### config.mk
export PLATFORM = sky130hd
export DESIGN_NAME = orca_system
export DESIGN_NICKNAME = d
export VERILOG_FILES = /design/src/rtl/orca_pkg.sv /design/src/rtl/orca_pio.sv /design/src/rtl/orca_system.sv
export SDC_FILE = /design/constraint.sdc
export NUM_CORES = 1
export LEC_CHECK = 0
export BUFFER_PORTS_ARGS = -buffer_cell sky130_fd_sc_hd__buf_2
export CELL_PAD_IN_SITES_DETAIL_PLACEMENT = 1
export CELL_PAD_IN_SITES_GLOBAL_PLACEMENT = 1
export CORE_ASPECT_RATIO = 0.5
export CORE_MARGIN = 5
export CORE_UTILIZATION = 41
export DETAILED_ROUTE_END_ITERATION = 7
export GPL_ROUTABILITY_DRIVEN = 0
export GPL_TIMING_DRIVEN = 0
export PLACE_DENSITY = 0.83
export SKIP_LAST_GASP = 1
export SLEW_MARGIN = 20
export SYNTH_ARGS = -nofsm -noshare
export SYNTH_HDL_FRONTEND = slang
export SYNTH_SLANG_ARGS = --single-unit
### constraint.sdc
create_clock -name clk_clk -period 1.85 [get_ports clk_clk]
set_input_delay 0 -clock clk_clk [delete_from_list [all_inputs] [get_ports clk_clk]]
set_output_delay 0 -clock clk_clk [all_outputs]
set_load 0.005 [all_outputs]
### src/rtl/orca_pkg.sv
// rtl/orca_pkg.sv - opcodes, instruction field widths and default program image for the orca core
package orca_pkg;

  localparam int OPC_W         = 4;
  localparam int IMM_W         = 8;
  localparam int INSTR_W       = 16;
  localparam int DATA_W        = 8;
  localparam int MAX_ROM_DEPTH = 256;
  localparam int ROM_IMAGE_W   = INSTR_W * MAX_ROM_DEPTH;

  typedef enum logic [OPC_W-1:0] {
    OP_NOP  = 4'd0,
    OP_LDI  = 4'd1,
    OP_ADDI = 4'd2,
    OP_ANDI = 4'd3,
    OP_XORI = 4'd4,
    OP_IN   = 4'd5,
    OP_OUT  = 4'd6,
    OP_JMP  = 4'd7,
    OP_JZ   = 4'd8
  } opcode_e;

  typedef enum logic {
    ST_FETCH = 1'b0,
    ST_EXEC  = 1'b1
  } state_e;

  // Assemble one instruction word: opcode in [15:12], immediate/address in [7:0].
  function automatic logic [INSTR_W-1:0] make_instr(input opcode_e op, input logic [IMM_W-1:0] imm);
    return {op, {(INSTR_W-OPC_W-IMM_W){1'b0}}, imm};
  endfunction

  // Word i of a program image lives at bits [16*i +: 16]; unlisted words are NOP.
  localparam logic [ROM_IMAGE_W-1:0] DEFAULT_ROM_IMAGE = {
    {(ROM_IMAGE_W-4*INSTR_W){1'b0}},
    make_instr(OP_JMP,  8'h00),
    make_instr(OP_OUT,  8'h00),
    make_instr(OP_ADDI, 8'h01),
    make_instr(OP_IN,   8'h00)
  };

endpackage

### src/rtl/orca_pio.sv
// rtl/orca_pio.sv - 8-bit PIO: output register and input path (optional ORCA_SYSTEM_IN_SYNC_EN synchronizer)
module orca_pio
  import orca_pkg::*;
#(
  parameter logic [DATA_W-1:0] OUT_RESET = 8'h00
) (
  input  logic              clk,
  input  logic              reset,
  input  logic [DATA_W-1:0] in_port,
  input  logic              out_we,
  input  logic [DATA_W-1:0] out_data,
  output logic [DATA_W-1:0] out_port,
  output logic [DATA_W-1:0] in_data
);

`ifdef ORCA_SYSTEM_IN_SYNC_EN
  logic [DATA_W-1:0] sync1_q;
  logic [DATA_W-1:0] sync2_q;

  // Two-flop synchronizer in front of the core's IN read path.
  always_ff @(posedge clk) begin
    if (reset) begin
      sync1_q <= '0;
      sync2_q <= '0;
    end else begin
      sync1_q <= in_port;
      sync2_q <= sync1_q;
    end
  end

  assign in_data = sync2_q;
`else
  assign in_data = in_port;
`endif

  // Output register: loads only on an OUT execute strobe; reset takes priority so an aborted OUT leaves no trace.
  always_ff @(posedge clk) begin
    if (reset) begin
      out_port <= OUT_RESET;
    end else if (out_we) begin
      out_port <= out_data;
    end
  end

endmodule

### src/rtl/orca_system.sv
// rtl/orca_system.sv - 8-bit accumulator core with program ROM and PIO; ORCA_SYSTEM_IN_SYNC_EN enables input synchronizer
module orca_system
  import orca_pkg::*;
#(
  parameter int                         ROM_DEPTH = 16,
  parameter logic [DATA_W-1:0]          OUT_RESET = 8'h00,
  parameter logic [ROM_IMAGE_W-1:0]     ROM_IMAGE = DEFAULT_ROM_IMAGE
) (
  input  logic              clk_clk,
  input  logic              reset_reset,
  input  logic [DATA_W-1:0] pio_0_in_port,
  output logic [DATA_W-1:0] pio_0_out_port
);

  localparam int AW = (ROM_DEPTH > 1) ? $clog2(ROM_DEPTH) : 1;

  // ROM split into the two fields the core uses; bits [11:8] of each word are ignored.
  logic [OPC_W-1:0] rom_op  [ROM_DEPTH];
  logic [IMM_W-1:0] rom_imm [ROM_DEPTH];

  for (genvar i = 0; i < ROM_DEPTH; i++) begin : g_rom
    assign rom_op[i]  = ROM_IMAGE[i*INSTR_W + (INSTR_W-OPC_W) +: OPC_W];
    assign rom_imm[i] = ROM_IMAGE[i*INSTR_W +: IMM_W];
  end

  state_e            state_q, state_d;
  logic [AW-1:0]     pc_q, pc_d;
  logic [DATA_W-1:0] acc_q, acc_d;
  logic [OPC_W-1:0]  ir_op_q, ir_op_d;
  logic [IMM_W-1:0]  ir_imm_q, ir_imm_d;
  logic              out_we;
  logic [DATA_W-1:0] in_data;

  // Core state registers; reset forces a clean FETCH at pc 0 with a NOP in the instruction register.
  always_ff @(posedge clk_clk) begin
    if (reset_reset) begin
      state_q  <= ST_FETCH;
      pc_q     <= '0;
      acc_q    <= '0;
      ir_op_q  <= OP_NOP;
      ir_imm_q <= '0;
    end else begin
      state_q  <= state_d;
      pc_q     <= pc_d;
      acc_q    <= acc_d;
      ir_op_q  <= ir_op_d;
      ir_imm_q <= ir_imm_d;
    end
  end

  // Next-state and execute logic: FETCH latches ROM[pc], EXEC performs the instruction and moves pc.
  always_comb begin
    state_d  = state_q;
    pc_d     = pc_q;
    acc_d    = acc_q;
    ir_op_d  = ir_op_q;
    ir_imm_d = ir_imm_q;
    out_we   = 1'b0;
    case (state_q)
      ST_FETCH: begin
        ir_op_d  = rom_op[pc_q];
        ir_imm_d = rom_imm[pc_q];
        state_d  = ST_EXEC;
      end
      default: begin
        state_d = ST_FETCH;
        pc_d    = pc_q + 1'b1;
        case (ir_op_q)
          OP_LDI:  acc_d = ir_imm_q;
          OP_ADDI: acc_d = acc_q + ir_imm_q;
          OP_ANDI: acc_d = acc_q & ir_imm_q;
          OP_XORI: acc_d = acc_q ^ ir_imm_q;
          OP_IN:   acc_d = in_data;
          OP_OUT:  out_we = 1'b1;
          OP_JMP:  pc_d = ir_imm_q[AW-1:0];
          OP_JZ:   if (acc_q == '0) pc_d = ir_imm_q[AW-1:0];
          default: ;
        endcase
      end
    endcase
  end

  orca_pio #(
    .OUT_RESET (OUT_RESET)
  ) u_pio (
    .clk      (clk_clk),
    .reset    (reset_reset),
    .in_port  (pio_0_in_port),
    .out_we   (out_we),
    .out_data (acc_q),
    .out_port (pio_0_out_port),
    .in_data  (in_data)
  );

endmodule

# Yosys cells after proc, flatten, opt, wreduce, memory -nomap -nowiden
# Memories as Yosys holds them, arrays and structs flattened. A register that Yosys moved wholly into a read port is not among the register bits.
# Index checks and enable logic that the tools add are counted.
[word_totals]
output_inout_bits = 8
ff_bits = 21
romBits = 192
memories = 2
word_cells = 30
[classes]
eq_ne = 8
addsub = 2
mux = 6
n_bitwise = 3
reduce_logical = 5
[memory_table]
columns = ["memory", "words", "word_bits", "read_ports", "rd_ports_with_merged_regs", "wr", "line_no", "source"]
rows = [
  ["(no name shown)", 16, 8, 1, 1, 0, "orca_system.sv:62", "ir_imm_d = rom_imm[pc_q];"],
  ["(no name shown)", 16, 4, 1, 1, 0, "orca_system.sv:61", "ir_op_d = rom_op[pc_q];"],
]
[ops]
columns = ["operator", "n"]
rows = [
  ["$pmux W8 S5", 1],
  ["$eq A4 B3 Y1 const B", 4],
  ["$add A8 B8 Y8", 1],
  ["$and A8 B8 Y8", 1],
  ["$eq A4 B2 Y1 const B", 2],
  ["$logic_not A8 Y1", 1],
  ["$pmux W4 S2", 1],
  ["$xor A8 B8 Y8", 1],
  ["$not A4 Y5", 1],
  ["$reduce_bool A5 Y1", 1],
  ["$add A4 B1 Y4 const B", 1],
  ["$eq A4 B1 Y1 const B", 1],
  ["$eq A4 B4 Y1 const B", 1],
  ["$mux W4", 1],
  ["$mux W1", 3],
  ["$logic_not A1 Y1", 2],
  ["$reduce_and A2 Y1", 1],
]

# Longest topological paths before layout
# Gate-level depths: netlist of the first run.
[depth]
ltp_word = 3
depth_mapped = 6
mapped_depth_nobuf = 6

# Cells and area by module
# Synthesis of the first run repeated with hierarchy kept, for this count alone.
[hier_totals]
hier_cells = 165
hier_area_um2 = 1430.1
[modules_own_cells]
columns = ["mod", "area_each_um2", "cells_each", "seq_area_each_um2", "instances"]
rows = [
  ["orca_system", 1084.8, 131, 340.3, 1],
  ["orca_pio", 345.3, 34, 160.2, 1],
]

# Least setup slack after synthesis of the first run
# OpenSTA, ideal clock, no wires.
[synth_timing]
path_type = "reg2reg"
startpoint = "register ir_op_q[1]"
endpoint = "register acc_q[6]"
period_less_slack_ns = 1.649
n_path_buf = 2
path_stages_with_launch = 6
setup_time_ns = 0.091
t_required_ns = 1.759
arrival_time_ns = 1.558
slack_ns = 0.201
path_cell_list = "dfxtp_1 > buf_4 > or3b_1 > clkbuf_2 > or4_1 > a311oi_1"
[synth_between]
elab_chain_len = 3
[synth_rtl]
columns = ["element", "line_no", "source"]
rows = [
  ["start, declared", "orca_system.sv:29", "logic [OPC_W-1:0] ir_op_q, ir_op_d;"],
  ["$eq A4 B3 Y1, or another cell as far along", "orca_system.sv:68", "case (ir_op_q)"],
  ["$reduce_bool A5 Y1 (no source line)", "--", ""],
  ["$reduce_and A2 Y1 (no source line)", "--", ""],
  ["end signal, assigned", "orca_system.sv:39", "acc_q <= '0;"],
  ["end signal, assigned", "orca_system.sv:45", "acc_q <= acc_d;"],
  ["end, declared", "orca_system.sv:28", "logic [DATA_W-1:0] acc_q, acc_d;"],
]
# Parallel ways exist; a longest one is shown, timed or not.
# A chain may end at the register's enable or synchronous reset.

# Final worst setup path of the first run
[layout_timing]
startpoint = "register ir_imm_q[0]"
endpoint = "register acc_q[6]"
[layout_between]
elab_chain_len = 2
[layout_rtl]
columns = ["element", "line_no", "source"]
rows = [
  ["start, declared", "orca_system.sv:30", "logic [IMM_W-1:0] ir_imm_q, ir_imm_d;"],
  ["$add A8 B8 Y8", "orca_system.sv:70", "OP_ADDI: acc_d = acc_q + ir_imm_q;"],
  ["$pmux W8 S5", "orca_system.sv:68", ""],
]
# No other way between the ends.

==> results.toml, run 1 <==
[die]
die_area_um2 = 4490
io_pins = 18
core_region_area_um2 = 3030
die_y_um = 50.0
die_x_um = 89.9
initial_core_util_pct = 43.2
core.rowCount = 14

[detailed_routing]
drc = 0
first_iter_violations = 27
wl_per_cell_um = 15.8
via_count = 1306
via_per_inst = 5.68
wirelength_um = 3640
postRouteAntennaNets = 0
dr.pass1.iters = 4

[synth]
syn-mean-instance-area_um2 = 7.84
syn_inst = 167
synth_most_common_cell = "nand2_1"
yosysSeqAreaShare_pct = 38.2
yosys.area.top_type_share_pct = 38.2
synth-edff-count = 0
ys.flop_type = "dfxtp_1"
synth_area_um2 = 1310
yosys-top-cells-area = "dfxtp_1 (38%), nand2_1 (8.3%), a21oi_1 (8.0%), ha_1 (5.7%), nor3_1 (2.7%)"
ys_warn_count = 0
synth_largest_area_cell = "dfxtp_1"
syn_nets = 183
synth_commonest_cells = "nand2_1 (29), dfxtp_1 (25), a21oi_1 (21)"
ys_seq_elements = 25
synth_cell_types = 38
synthArstFlopShare_pct = 0

[cts]
numCtsBuffers = 3
path_clk_slew_ns = 0.09
cts_tree = "done"
clk_path_buf_depth = 2
cts_root_buffer = "clkbuf_8"
cts_setup_buffers = 0
cts_sinks = 25
insertion_delay_ns = 0.28
h-tree-depth = 1

[place]
dpl.hpwl_um = 2680
port_buffers = 17

[power]
p_per_area_nw_per_um2 = 689
leakage_nw = 0.564
peakVddDrop_v = 0.000279

[global_route]
grt_pass1_vias = 1252
grt_max_degree = 14
grtUsageTotal_pct = 16.2
grt_overflow_total = 0
grt_antenna_before_repair = 0
grt_pass1_wl_um = 5990

[layout]
syn2layout_area_growth_pct = 17.6
n_antenna_cell = 0
finalNetCount = 207
drive_gt1_share_pct = 16.3

[worst_setup_path]
arrival_ns = 1.98
crit_type = "flop to flop"
cp.required_ns = 2.05
crit_fanout = 5
worstSetupEndpointType = "flop"
worst_setup_path_start_kind = "flop"

[timing]
tightest_slew_ns = 0.594
period_share_pct = 96.4
final_hold_viol_count = 0
fmaxAchievable_ghz = 0.561
whs_ns = 0.0184
setup_violations = 0
fin_tns_setup_ns = 0
slew_headroom_pct = 60.4
fin_skew_ns = 0.00877
slew_viol_final = 0
post-route-min-period_ns = 1.78

[status]
status = "complete, no violations"

[job]
cap_violations = 0

[worst_hold_path]
hp-class = "primary input to flop"
==> state kept, by name, indices dropped and copies added, names as in the netlist <==
| signal | flops |
|---|---|
| state_q | 1 |
| u_pio.out_port | 8 |
| pc_q | 4 |
| acc_q | 8 |
| ir_op_q | 3 |
| ir_imm_q | 1 |
==> final cells by class <==
class | instances | area (µm²)
Tap cell | 40 | 50.0
Buffer | 8 | 35.0
Sequential cell | 25 | 502
Inverter | 5 | 18.8
Clock buffer | 4 | 45.0
Fill cell | 382 | 1490
Multi-Input combinational cell | 128 | 773
Timing Repair Buffer | 20 | 115
==> worst max-delay path: stages (launching register included) <==
cell and delay [ns]:
dfxtp_2 0.38, ha_2 0.23, ha_2 0.22, nand3_2 0.12, or4_1 0.47, a311oi_2 0.28
==> cells by family (layout without fill, tap and decap cells) <==
family / after synthesis / in the layout / synth area share [%]
DFF: 25 / 25 / 38.2
xor gates and xnor gates: 2 / 2 / 1.34
adders and majority gates: 6 / 6 / 5.74
AOI/OAI and AO/OA: 43 / 43 / 20.1
and+or+nand+nor: 77 / 77 / 30.1
buffers and inverters: 14 / 37 / 4.49
==> power by group <==
group,leakage [nW],internal (W),total (W),switching (W)
logic,0.338,0.0000622,0.000153,0.0000905
clock network,0.0228,0.000155,0.000335,0.000181
registers,0.203,0.000553,0.000572,0.0000192
total,0.564,0.000770,0.00106,0.000290
==> repair_timing <==
| action | 4_1_cts | 5_1_grt |
|---|---|---|
| cloned | 0 | 0 |
| endpoints found under the hold margin | 3 | 0 |
| hold buffers | 3 | 0 |
| pin swaps | 0 | 1 |
| setup endpoints to repair | 9 | 1 |
| gates resized for setup | 2 | 5 |
==> path summary, 6_finish.rpt <==
path	cells past startpoint	startpoint	to	slack [ns]
worst min register to register	2	u_pio.out_port[7]	u_pio.out_port[7]	0.46
worst max-delay path	5	ir_imm_q[0]	acc_q[6]	0.07
worst min-delay path	3	pio_0_in_port[3]	acc_q[3]	0.02
worst max register to register	5	ir_imm_q[0]	acc_q[6]	0.07
==> metal layers <==
| metal | GRT usage (%) | wire length [µm] | vias up |
|---|---|---|---|
| met5 | 0 | 0 | - |
| met4 | 2.23 | 20 | 0 |
| met3 | 4.56 | 135 | 4 |
| met2 | 27.7 | 1720 | 19 |
| met1 | 20.8 | 1760 | 640 |
| li1 | - | - | 643 |
==> placed cells by master, fill, tap and decap left out, types with 2 or more instances in the layout <==
| cell | synthesis | layout |
|---|---|---|
| nor2b_1 | 3 | 3 |
| buf_2 | 1 | 18 |
| nor3_1 | 7 | 7 |
| a21oi_1 | 21 | 21 |
| nand3_1 | 5 | 4 |
| ha_2 | 0 | 2 |
| inv_1 | 5 | 5 |
| nand2b_1 | 3 | 3 |
| a22oi_1 | 3 | 3 |
| o211ai_1 | 2 | 2 |
| or4_1 | 3 | 3 |
| o21ai_0 | 6 | 6 |
| a32oi_1 | 2 | 2 |
| or2_2 | 2 | 2 |
| nor4b_1 | 2 | 2 |
| and3b_1 | 2 | 2 |
| a22o_1 | 2 | 2 |
| nor4_1 | 2 | 2 |
| dlygate4sd3_1 | 0 | 3 |
| clkbuf_1 | 6 | 7 |
| ha_1 | 6 | 4 |
| clkbuf_8 | 0 | 3 |
| xor2_1 | 2 | 2 |
| dfxtp_1 | 25 | 24 |
| and3_1 | 2 | 2 |
| nand4_1 | 2 | 2 |
| nand2_1 | 29 | 29 |
| nor2_1 | 9 | 9 |
==> through the flow <==
| stage | cells | util [%] | worst slack (ns) | power [W] | instance area [µm²] |
|---|---|---|---|---|---|
| global route | 230 | 50.8 | -0.0427 | 0.00111 | 1540 |
| CTS | 231 | 50.4 | -0.0131 | 0.00106 | 1530 |
| detailed placement | 224 | 47.6 | -0.0272 | 0.000727 | 1440 |
| finish | 230 | 50.8 | 0.0671 | 0.00106 | 1540 |
| global placement | 224 | 47.6 | 0.0148 | 0.000721 | 1440 |
| floorplan | 167 | - | 0.201 | 0.000681 | 1310 |
Note: power is estimated with default switching activity, not from simulation.
==> run 2: changes to the inputs <==
Settings changed: CAP_MARGIN from default to 25, CORE_UTILIZATION 41 to 44, PLACE_DENSITY 0.83 to 0.88.
Clock period 1.85 ns to 2.18 ns, I/O delays scaled along.
==> results.toml, run 2 (same netlist as run 1, synthesis figures left out) <==
[die]
die_area_um2 = 4230
io_pins = 18
die_x_um = 87.1
die_y_um = 48.6
core.rowCount = 14
core_region_area_um2 = 2930
initial_core_util_pct = 44.7

[cts]
cts_setup_buffers = 0
cts_sinks = 25
h-tree-depth = 1
clk_path_buf_depth = 2
cts_tree = "done"
cts_resized = 0
numCtsBuffers = 3
insertion_delay_ns = 0.27
cts_root_buffer = "clkbuf_8"
path_clk_slew_ns = 0.09

[timing]
setup_violations = 0
fin_skew_ns = 0.000897
final_hold_viol_count = 0
period_share_pct = 87.1
fmaxAchievable_ghz = 0.527
slew_viol_final = 0
fin_tns_setup_ns = 0
rsz0062_at_grt = "no"
tightest_slew_ns = 0.584
slew_headroom_pct = 61.0
post-route-min-period_ns = 1.90

[power]
peakVddDrop_v = 0.000255
pwr-share-seq_pct = 54.3
p_sw_w = 0.000242
p_comb_share_pct = 14.4
leakage_nw = 0.578
p_clk_share_pct = 31.3
switching_share_pct = 27.2
p_per_area_nw_per_um2 = 584
intPower_w = 0.000649

[global_route]
grt_antenna_before_repair = 0
grt_max_degree = 15
grt_overflow_total = 0
grt_pass1_wl_um = 5870
grtUsageTotal_pct = 17.2
grt_pass1_vias = 1223

[worst_hold_path]
hp-class = "primary input to flop"

[worst_setup_path]
rrSetupSlack_ns = 0.28
cp.required_ns = 2.38
worstSetupStartpoint = "ir_op_q[1]"
crit_buf_inv = 3
worst_setup_path_start_kind = "flop"
crit_path_max_incr_delay_ns = 0.55
critPathSlowestCell = "nor3b_1"
worstPathCellList = "buf_4 -> clkbuf_1 -> nor3b_1 -> buf_2 -> nand2_1 -> a21oi_1"
crit_type = "flop to flop"
worstSetupEndpointType = "flop"
reg2reg_to = "u_pio.out_port[2]"
crit_path_end = "u_pio.out_port[2]"
cp_top_family = "buffers and inverters"
crit_fanout = 10
crit_cells = 6
r2r-start = "ir_op_q[1]"
reg2reg_depth = 6
arrival_ns = 2.10

[layout]
drive_gt1_share_pct = 14.1
finalNetCount = 209
reg.largest.list = "acc_q x8, u_pio.out_port x8, pc_q x4"
fillCellCount = 382
final_common_cell = "nand2_1"
syn2layout_area_growth_pct = 16.5
n_antenna_cell = 0
design_area_um2 = 1530
layout_common_cells = "nand2_1 (29), dfxtp_1 (25), a21oi_1 (21)"
multi_input_area_um2 = 749
regArea_um2 = 500

[detailed_routing]
wirelength_um = 3600
first_iter_violations = 70
met3_length_um = 137
via_count = 1306
postRouteAntennaNets = 0
dr.pass1.iters = 4
drc = 0
routed.top_layer = "met4"
via_per_inst = 5.63
wl_met2_um = 1730
met1_length_um = 1720
wl_per_cell_um = 15.5

[job]
cap_violations = 0

[status]
status = "complete, no violations"

[place]
dpl.hpwl_um = 2700
placed_cell_area_um2 = 1450
port_buffers = 17
[run 2: cell types whose count changed in the layout (fill, tap and decap cells not counted), sizes merged]
cell / previous run / this run
clkinv: 0 / 1
buf: 19 / 20
[run 2: per-layer routing]
layer	track usage [%]	vias to the layer above
li1	-	647
met4	2.04	0
met2	28.2	20
met5	0	-
met3	4.75	4
met1	23.2	635
[run 2: worst min-delay path by stage]
stage | start | endpoint | slack (ns) | cells past startpoint
6_report | pio_0_in_port[3] | acc_q[3] | 0.02 | 3
5_1_grt | pio_0_in_port[3] | acc_q[3] | 0.03 | 3
3_5_place_dp | pio_0_in_port[7] | acc_q[7] | 0.22 | 3
2_1_floorplan | reset_reset | acc_q[6] | 0.07 | 1
4_1_cts | pio_0_in_port[3] | acc_q[3] | 0.01 | 3
3_3_place_gp | pio_0_in_port[7] | acc_q[7] | 0.21 | 3
[run 2: through the flow]
step / setup slack (ns) / power (W) / util, % / hold slack (ns) / instances
floorplan: 0.531 / 0.000578 / - / 0.0721 / 167
global placement: 0.113 / 0.000612 / 49.4 / 0.213 / 224
detailed placement: 0.321 / 0.000618 / 49.5 / 0.224 / 225
CTS: 0.299 / 0.000900 / 52.1 / 0.0105 / 232
global route: 0.156 / 0.000939 / 52.1 / 0.0277 / 232
finish: 0.282 / 0.000891 / 52.1 / 0.0177 / 232
[run 2: area by class of cell]
type                            instances  area share [%]
Clock buffer                            3            2.71
Timing Repair Buffer                   21            7.88
Multi-Input combinational cell        128            49.1
Inverter                                5            1.23
Clock inverter                          1           0.328
Buffer                                  9            2.63
Sequential cell                        25            32.8
Tap cell                               40            3.28
[run 2: what timing repair did]
item,4_1_cts,5_1_grt
endpoints found under the hold margin,3,0
hold buffers,3,0
endpoints found under the setup margin,0,0
[run 2: worst reg2reg max path: stages, from the launching register on]
cell,delay (ns)
dfxtp_1,0.32
buf_4,0.14
clkbuf_1,0.32
nor3b_1,0.55
buf_2,0.29
nand2_1,0.07
a21oi_1,0.14
[run 2: power groups by stage]
stage | combinational, W | clock [W] | sequential [W]
after CTS | 0.000129 | 0.000287 | 0.000484
after floorplan | 0.0000870 | 0 | 0.000491
final | 0.000129 | 0.000279 | 0.000484
after detailed placement | 0.000123 | 0 | 0.000495
after global placement | 0.000118 | 0 | 0.000494
after global routing | 0.000145 | 0.000307 | 0.000487
